`config.mk`:
```
export PLATFORM = sky130hd
export DESIGN_NAME = rf_wb_ctrl
export DESIGN_NICKNAME = d
export VERILOG_FILES = /design/src/rtl/rf_pkg.sv /design/src/rtl/rf_wb_fifo.sv /design/src/rtl/rf_wb_ctrl.sv
export SDC_FILE = /design/constraint.sdc
export NUM_CORES = 1
export LEC_CHECK = 0
export CORE_MARGIN = 3
export CORE_UTILIZATION = 55
export DETAILED_ROUTE_END_ITERATION = 7
export PLACE_DENSITY_LB_ADDON = 0.15
export RECOVER_POWER = 50
export SYNTH_ARGS = -nofsm -noshare
export SYNTH_HDL_FRONTEND = slang
export SYNTH_SLANG_ARGS = --single-unit
```
`constraint.sdc`:
```
create_clock -name clk -period 7.49 [get_ports clk]
set_input_delay 1.498 -clock clk [delete_from_list [all_inputs] [get_ports clk]]
set_output_delay 1.498 -clock clk [all_outputs]
set_load 0.05 [all_outputs]
```
`src/rtl/rf_pkg.sv`:
```
// rf_pkg: shared widths and the queued writeback entry type.
//   AW         register address width
//   DW         register data width
//   wb_entry_t one pending register file write {addr, data}
package rf_pkg;
    localparam int AW = 4;
    localparam int DW = 16;

    typedef struct packed {
        logic [AW-1:0] addr;
        logic [DW-1:0] data;
    } wb_entry_t;
endpackage

```
`src/rtl/rf_wb_fifo.sv`:
```
// rf_wb_fifo: 2-push/1-pop circular buffer of writeback entries.
//   clk, rst   clock, synchronous active-low reset
//   push_n     entries to enqueue this cycle (0..2), e0 before e1
//   e0, e1     entries to enqueue
//   pop        dequeue the head entry
//   ent        raw entry storage, indexed by pointer
//   head       index of the oldest entry
//   count      occupied entries, 0..DEPTH
//   vmask      per-slot occupied flag
module rf_wb_fifo
    import rf_pkg::*;
#(
    parameter int DEPTH = 4
) (
    input  logic                       clk,
    input  logic                       rst,
    input  logic [1:0]                 push_n,
    input  wb_entry_t                  e0,
    input  wb_entry_t                  e1,
    input  logic                       pop,
    output wb_entry_t                  ent [DEPTH],
    output logic [$clog2(DEPTH)-1:0]   head,
    output logic [$clog2(DEPTH):0]     count,
    output logic [DEPTH-1:0]           vmask
);
    localparam int PW = $clog2(DEPTH);
    localparam int CW = PW + 1;

    logic [PW-1:0] wp;

    always_ff @(posedge clk)
        if (!rst) begin
            wp    <= '0;
            head  <= '0;
            count <= '0;
        end else begin
            if (push_n != 2'd0) ent[wp] <= e0;
            if (push_n == 2'd2) ent[wp + PW'(1)] <= e1;
            wp    <= wp + PW'(push_n);
            head  <= head + PW'(pop);
            count <= count - CW'(pop) + CW'(push_n);
        end

    // A slot is occupied when its distance from head is below count.
    always_comb
        for (int i = 0; i < DEPTH; i++)
            vmask[i] = {1'b0, PW'(PW'(i) - head)} < count;
endmodule

```
`src/rtl/rf_wb_ctrl.sv`:
```
// rf_wb_ctrl: writeback controller, sole writer of the register file.
//   clk, rst                       clock, synchronous active-low reset
//   mem_valid/waddr/data           load result
//   alu_valid/waddr/data           ALU result
//   in_ready                       both paths may present a result
//   WrX, waddr, DataIn             registered register file write port
//   fwd_addr_n / fwd_hit_n / fwd_data_n  forwarding lookups of pending writes
//   ovf                            sticky: result presented while not ready
module rf_wb_ctrl
    import rf_pkg::*;
#(
    parameter int DEPTH = 4,
    parameter int AW    = rf_pkg::AW,
    parameter int DW    = rf_pkg::DW
) (
    input  logic          clk,
    input  logic          rst,
    input  logic          mem_valid,
    input  logic [AW-1:0] mem_waddr,
    input  logic [DW-1:0] mem_data,
    input  logic          alu_valid,
    input  logic [AW-1:0] alu_waddr,
    input  logic [DW-1:0] alu_data,
    output logic          in_ready,
    output logic          WrX,
    output logic [AW-1:0] waddr,
    output logic [DW-1:0] DataIn,
    input  logic [AW-1:0] fwd_addr_1,
    input  logic [AW-1:0] fwd_addr_2,
    output logic          fwd_hit_1,
    output logic          fwd_hit_2,
    output logic [DW-1:0] fwd_data_1,
    output logic [DW-1:0] fwd_data_2,
    output logic          ovf
);
    localparam int PW = $clog2(DEPTH);
    localparam int CW = PW + 1;

    wb_entry_t        ent [DEPTH];
    wb_entry_t        e0, e1, hd;
    logic [PW-1:0]    head;
    logic [CW-1:0]    count;
    logic [DEPTH-1:0] vmask;
    logic [1:0]       push_n;
    logic             pop;

    assign in_ready = count <= CW'(DEPTH - 2);
    assign pop      = count != '0;
    assign push_n   = in_ready ? {mem_valid & alu_valid, mem_valid ^ alu_valid} : 2'd0;
    // The load is the older instruction, so it goes first when both arrive.
    assign e0       = mem_valid ? '{mem_waddr, mem_data} : '{alu_waddr, alu_data};
    assign e1       = '{alu_waddr, alu_data};
    assign hd       = ent[head];

    rf_wb_fifo #(.DEPTH(DEPTH)) u_fifo (
        .clk    (clk),
        .rst    (rst),
        .push_n (push_n),
        .e0     (e0),
        .e1     (e1),
        .pop    (pop),
        .ent    (ent),
        .head   (head),
        .count  (count),
        .vmask  (vmask)
    );

    always_ff @(posedge clk)
        if (!rst) begin
            WrX    <= 1'b0;
            waddr  <= '0;
            DataIn <= '0;
            ovf    <= 1'b0;
        end else begin
            WrX <= pop;
            if (pop) begin
                waddr  <= hd.addr;
                DataIn <= hd.data;
            end
            if ((mem_valid || alu_valid) && !in_ready) ovf <= 1'b1;
        end

    // Output register is the oldest pending write; the queue is walked
    // oldest to youngest so the last match left standing is the youngest.
    function automatic logic [DW:0] lookup(input logic [AW-1:0] a);
        logic [DW:0]   r;
        logic [PW-1:0] idx;
        r = (WrX && waddr == a) ? {1'b1, DataIn} : '0;
        for (int k = 0; k < DEPTH; k++) begin
            idx = head + PW'(k);
            if (vmask[idx] && ent[idx].addr == a) r = {1'b1, ent[idx].data};
        end
        return r;
    endfunction

    assign {fwd_hit_1, fwd_data_1} = lookup(fwd_addr_1);
    assign {fwd_hit_2, fwd_data_2} = lookup(fwd_addr_2);
endmodule

```
* After elaboration in Yosys (flattened, before gate mapping)
Cells that the tools add are included.
** Word-level totals
- Register bits :: 109
- Bits in latches :: 0
- Bits in writable memories :: 0
- Memory bits (read-only) :: 0
- Input bits :: 52
- Output and inout bits :: 57
- Logic and storage cells :: 121
- Memories kept :: 0
** Cells by class
- Add/subtract/negate cells :: 12
- Multiply operators :: 0
- Div/mod/pow operators :: 0
- Magnitude comparators :: 17
- Equal/unequal tests :: 11
- Shift-type cells :: 0
- Muxes and demuxes :: 41
- Bitwise gates (word level) :: 8
- Reduce and logical (&&, ||, !) cells :: 17
** Operators by type and width (number)
- $mux W80 :: 3
- $mux W20 :: 11
- $mux W17 :: 10
- $bmux W20 S2 :: 4
- $bwmux W80 :: 2
- $demux W20 S2 :: 2
- $eq A4 B4 Y1 :: 10
- $ge A3 B3 Y1 const B :: 6
- $not A2 Y3 :: 6
- $logic_and A1 B1 Y1 :: 13
- $lt A2 B3 Y1 :: 4
- $lt A2 B3 Y1 const B :: 4
- $bmux W1 S2 :: 4
- $lt A3 B1 Y1 const B :: 2
- $add A2 B1 Y2 const B :: 2
- $add A2 B2 Y2 const B :: 2
- $mux W1 :: 4
- $sub A1 B2 Y2 const A :: 2
- $sub A2 B2 Y2 const A :: 2
- $add A3 B2 Y3 :: 1
- $le A3 B2 Y1 const B :: 1
- $reduce_bool A3 Y1 :: 1
- $sub A3 B1 Y3 :: 1
- $add A2 B1 Y2 :: 1
- other kinds (8) :: 8

* Longest topological paths before layout
- Word-level depth :: 10
- Gate-level depth with buffers :: 18
- Depth with buffers taken out :: 10

* Modules after synthesis
A second synthesis with hierarchy kept.
** Unflattened totals
- Cell total of the unflattened synthesis :: 1234
- Area, all modules :: 10163.5 um^2
** Modules (own cells, without submodules)
- rf_wb_ctrl :: times used 1, cells each 751, area an instance 5306.3 um^2, sequential area each 440.4 um^2
- rf_wb_fifo :: times used 1, cells each 483, area an instance 4857.2 um^2, sequential area each 2542.4 um^2

* Worst setup path after synthesis
Ideal clock, no wire load.
- Path type :: register to output
- Start :: register u_fifo.head[0]
- End :: output port fwd_data_2[10]
- Arrival :: 4.974 ns
- Data required time :: 5.992 ns
- Setup slack :: 1.018 ns
- Stages on the path, launching flop included :: 16
- Buffers on the path :: 7
- Path through :: dfxtp_1 buf_2 buf_6 buf_6 buf_2 buf_2 buf_2 xnor2_1 ha_1 nor2b_1 o311ai_0 a32oi_1 a2111oi_4 buf_4 a221oi_2 o31ai_1
** On the way
- Longest elaborated chain between the ends :: 10
- Elaborated cells on any way between the ends :: 47
- Those cells by class :: add/sub: 7; order compare: 4; eq/ne: 4; mux: 24; bitwise: 4; reduce/logical: 4
** Ends and longest elaborated chain
- from (decl) :: line rf_wb_fifo.sv:22 : output logic [$clog2(DEPTH)-1:0] head,
- from (signal assigned) :: line rf_wb_fifo.sv:40 : head <= head + PW'(pop);
- parallel branches: the longest is 9 deep, another holds $lt A2 B3 Y1
- $mux W17 (*) :: line rf_wb_ctrl.sv:91 : if (vmask[idx] && ent[idx].addr == a) r = {1'b1, ent[idx].data};
- to (decl) :: line rf_wb_ctrl.sv:33 : output logic [DW-1:0] fwd_data_2,
Every way passes the cells marked *. The select of a mux whose other input is x is not followed.

* Worst setup path after layout
- Start :: register u_fifo.head[0]
- End :: output port fwd_data_1[15]
** On the way
- Longest elaborated chain between the ends :: 10
- Elaborated cells on any way between the ends :: 47
- Those cells by class :: add/sub: 7; order compare: 4; eq/ne: 4; mux: 24; bitwise: 4; reduce/logical: 4
** Ends and longest elaborated chain
- parallel branches: the longest is 9 deep, another holds $lt A2 B3 Y1
- $mux W17 (*) :: line rf_wb_ctrl.sv:91
- to (decl) :: line rf_wb_ctrl.sv:32 : output logic [DW-1:0] fwd_data_1,
Marks and branches as above.

==> key figures <==
Cells and area
  • N_diodes: 0
  • Share of layout cells above drive strength 1: 14.39%
  • Layout Nets: 1005
  • Fin cells: 1161
  • Area grow syn2layout: 15.70%

Setup path
  • Critical path arrival: 5070 ps
  • CP Cell Sequence: buf_4 > mux4_2 > xnor2_1 > nand4_1 > nor2_4 > nor2_2 > a221oi_1 > o211ai_1 > clkdlybuf4s50_1
  • Max incr delay on CP: 940 ps
  • CP top delay family: buffers and inverters
  • Crit path buffers/inverters: 2
  • Startpoint types: flip-flop
  • Worst Setup End Kind: output pin
  • CP max FO: 68
  • Worst path slowest cell: buf_4
  • Setup CP Type: flip-flop to output pin
  • Worst EP required: 5990 ps

Synth
  • Register area share after synthesis: 33.16%
  • Most used DFF post-synth: edfxtp_1
  • Synth Register Bits: 109
  • Yosys Warn Count: 0
  • Netlist cell types: 53
  • Syn Nets: 954
  • Syn avg cell area: 10.11 µm²
  • Post-Synthesis Cells: 890
  • Post-synth EDFFs: 80
  • Mapped Area: 0.008996 mm²
  • Async SR Flop Fraction: 0%

Status
  • Status: finished with violations
  • Violated checks: capacitance limit, slew limit

STA
  • Setup TNS: 0 ps
  • Least-Margin Pin Slew: 5376 ps
  • Fin. max-slew vios: 106
  • RSZ-0062 raised after global routing: no
  • Period Utilization, post-route: 87.63%
  • Relative slew slack: -258.4%
  • F_max: 152.4 MHz
  • Setup skew after layout: 14.16 ps
  • Final setup vio count: 0
  • Hold Violations, Final: 0
  • Crit path time final: 6563 ps

Clock tree
  • Clock slew at reported path FFs: 80 ps
  • CTS Hold Buffers Added: 0
  • Clock latency on the worst-skew pair: 370 ps
  • H-tree level count: 3
  • Clk sinks: 109
  • CTS buffer count: 9
  • Root Buffer: clkbuf_16
  • TritonCTS clock tree: yes
  • Post-cts sizing count: 0
  • Post-CTS Setup Repair Bufs: 0
  • Clock Path Buffers: 2

Power and ir drop
  • LEAKAGE: 3.348 nW
  • Max VDD drop: 0.0002727 V
  • PD cells: 492.4 mW/mm²

Placement
  • Post-Place Cells: 1146
  • Routability-driven placement congestion ratio: 0.9685
  • Hpwl dp: 21.28 mm
  • Port bufs: 108

Detailed routing
  • DR WL/cell: 26.45 µm
  • Vias per inst: 7.352
  • # DRC: 0
  • Iteration-0 DRC count of the detailed router: 1301
  • Post-Route WL: 30.71 mm
  • Routed Antenna Nets: 0
  • Initial DRT Pass Iterations: 6
  • Via count: 8536

Floorplan
  • Core area: 0.01594 mm²
  • Chip Height: 133.9 µm
  • Die area: 0.01793 mm²
  • Initial Util: 56.43%
  • Site Rows: 46
  • IO Count: 109
  • Die width: 133.9 µm

Flow run
  • Max_cap viols: 1

Global routing
  • First-pass GRT wire length: 47.18 mm
  • Tot GR Track Use: 33.90%
  • Largest net degree at the start of global routing: 106
  • Initial antenna violation count: 0
  • Vias in the first global route: 7889
  • Gr ovfl total: 0

Hold path
  • Hold Path Class: flip-flop to flip-flop
cell type report:
class | instances | area, µm²
Multi-Input combinational cell | 679 | 5594
Fill cell | 1266 | 5534
Sequential cell | 109 | 2990
Timing Repair Buffer | 130 | 1236
Tap cell | 216 | 270.3
Clock buffer | 9 | 225.2
Clock inverter | 6 | 47.55
Inverter | 12 | 45.04
cells in the mapped netlist, types with 3 or more instances:
| cell | number | area share, % |
|---|---|---|
| xnor2_1 | 34 | 3.3 |
| nand2_1 | 51 | 2.1 |
| mux2i_1 | 12 | 1.3 |
| o22ai_1 | 80 | 5.6 |
| and2_1 | 8 | 0.56 |
| o211ai_1 | 16 | 1.3 |
| a21oi_1 | 81 | 4.5 |
| nand2b_1 | 18 | 1.3 |
| buf_2 | 18 | 1.0 |
| ha_1 | 11 | 1.5 |
| nand4_1 | 6 | 0.42 |
| mux4_2 | 76 | 19 |
| dfxtp_1 | 29 | 6.5 |
| a221oi_1 | 22 | 2.1 |
| o41ai_1 | 16 | 1.6 |
| buf_6 | 6 | 0.75 |
| nand3_1 | 23 | 1.3 |
| a22oi_1 | 17 | 1.4 |
| nor2_1 | 108 | 4.5 |
| o2111ai_1 | 4 | 0.39 |
| nand3b_1 | 3 | 0.25 |
| edfxtp_1 | 80 | 27 |
| nor3_1 | 3 | 0.17 |
| xor2_1 | 14 | 1.4 |
| a21boi_0 | 23 | 1.9 |
| a221oi_2 | 10 | 1.7 |
| o31ai_1 | 16 | 1.3 |
| clkbuf_1 | 62 | 2.6 |
| inv_1 | 12 | 0.50 |
flip-flops by register name (all words and copies together), names as in the netlist:
| name | count |
|---|---|
| u_fifo.head | 2 |
| DataIn | 16 |
| u_fifo.wp | 2 |
| u_fifo.count | 3 |
| WrX | 1 |
| u_fifo.ent | 80 |
| waddr | 4 |
| ovf | 1 |
worst register-to-register path: stages, from the launching register on:
cell and delay (ps):
dfxtp_1 400, a21oi_1 520, o21ai_0 520, nor3b_4 1060, nand2_1 930, o22ai_1 420
a21oi_1 110
power by group:
group / switching (W) / leakage (nW) / internal (W) / total (W)
clock network: 0.000243 / 0.133 / 0.000229 / 0.000471
logic: 0.00214 / 2.20 / 0.00133 / 0.00348
registers: 0.000286 / 1.02 / 0.000892 / 0.00118
total: 0.00267 / 3.35 / 0.00245 / 0.00512
cell families after synthesis:
logic type,count (synthesis),synth area share [%]
AOI/OAI and AO/OA,296,23.06
and+or+nand+nor,235,11.91
muxes,88,20.36
DFF,109,33.16
buffers and inverters,102,5.090
xor gates and xnor gates,48,4.673
adders and majority gates,12,1.752
per-layer routing:
metal,track usage [%],share of wire [%],vias to the layer above
met5,0,0,-
met4,9.600,2.3,0
met3,5.701,12,64
met2,53.00,47,663
met1,49.33,39,4184
li1,-,-,3625
placed cells by master (no fill, tap or decap), types with 3 or more instances in the layout:
cell,instances
nor2_1,108
clkdlybuf4s50_1,90
a21oi_1,81
o22ai_1,80
edfxtp_1,80
mux4_2,76
nand2_1,51
xnor2_1,34
dfxtp_1,27
nand3_1,23
a221oi_1,22
buf_4,21
a21boi_0,20
nand2b_1,18
a22oi_1,17
dlygate4sd3_1,17
o41ai_1,16
o211ai_1,16
o31ai_1,16
xor2_1,14
inv_1,12
mux2i_1,12
ha_1,11
a221oi_2,10
clkbuf_16,9
and2_1,7
nand4_1,6
o2111ai_1,4
nor3_2,3
a21boi_1,3
nand3b_1,3
stage by stage:
step	setup WS, ps	total power [W]	instance area (µm²)	hold slack, ps	util (%)
5_1_grt	679.5	0.005352	10410	500.2	65.29
2_1_floorplan	1018	0.003546	8996	522.4	-
6_report	926.5	0.005125	10410	466.9	65.29
3_5_place_dp	1075	0.004605	10140	456.3	63.62
3_3_place_gp	1115	0.004530	10140	452.7	63.62
4_1_cts	958.6	0.005075	10420	475.6	65.34
final timing paths:
path	startpoint	to	slack, ps	cells after the start
hold reg to reg	ovf	ovf	470	1
setup / recovery	u_fifo.head[0]	fwd_data_1[15]	930	9
setup reg to reg	u_fifo.count[2]	u_fifo.ent[29]	3240	6
hold / removal	ovf	ovf	470	1
(Power assumes the default switching activity.)
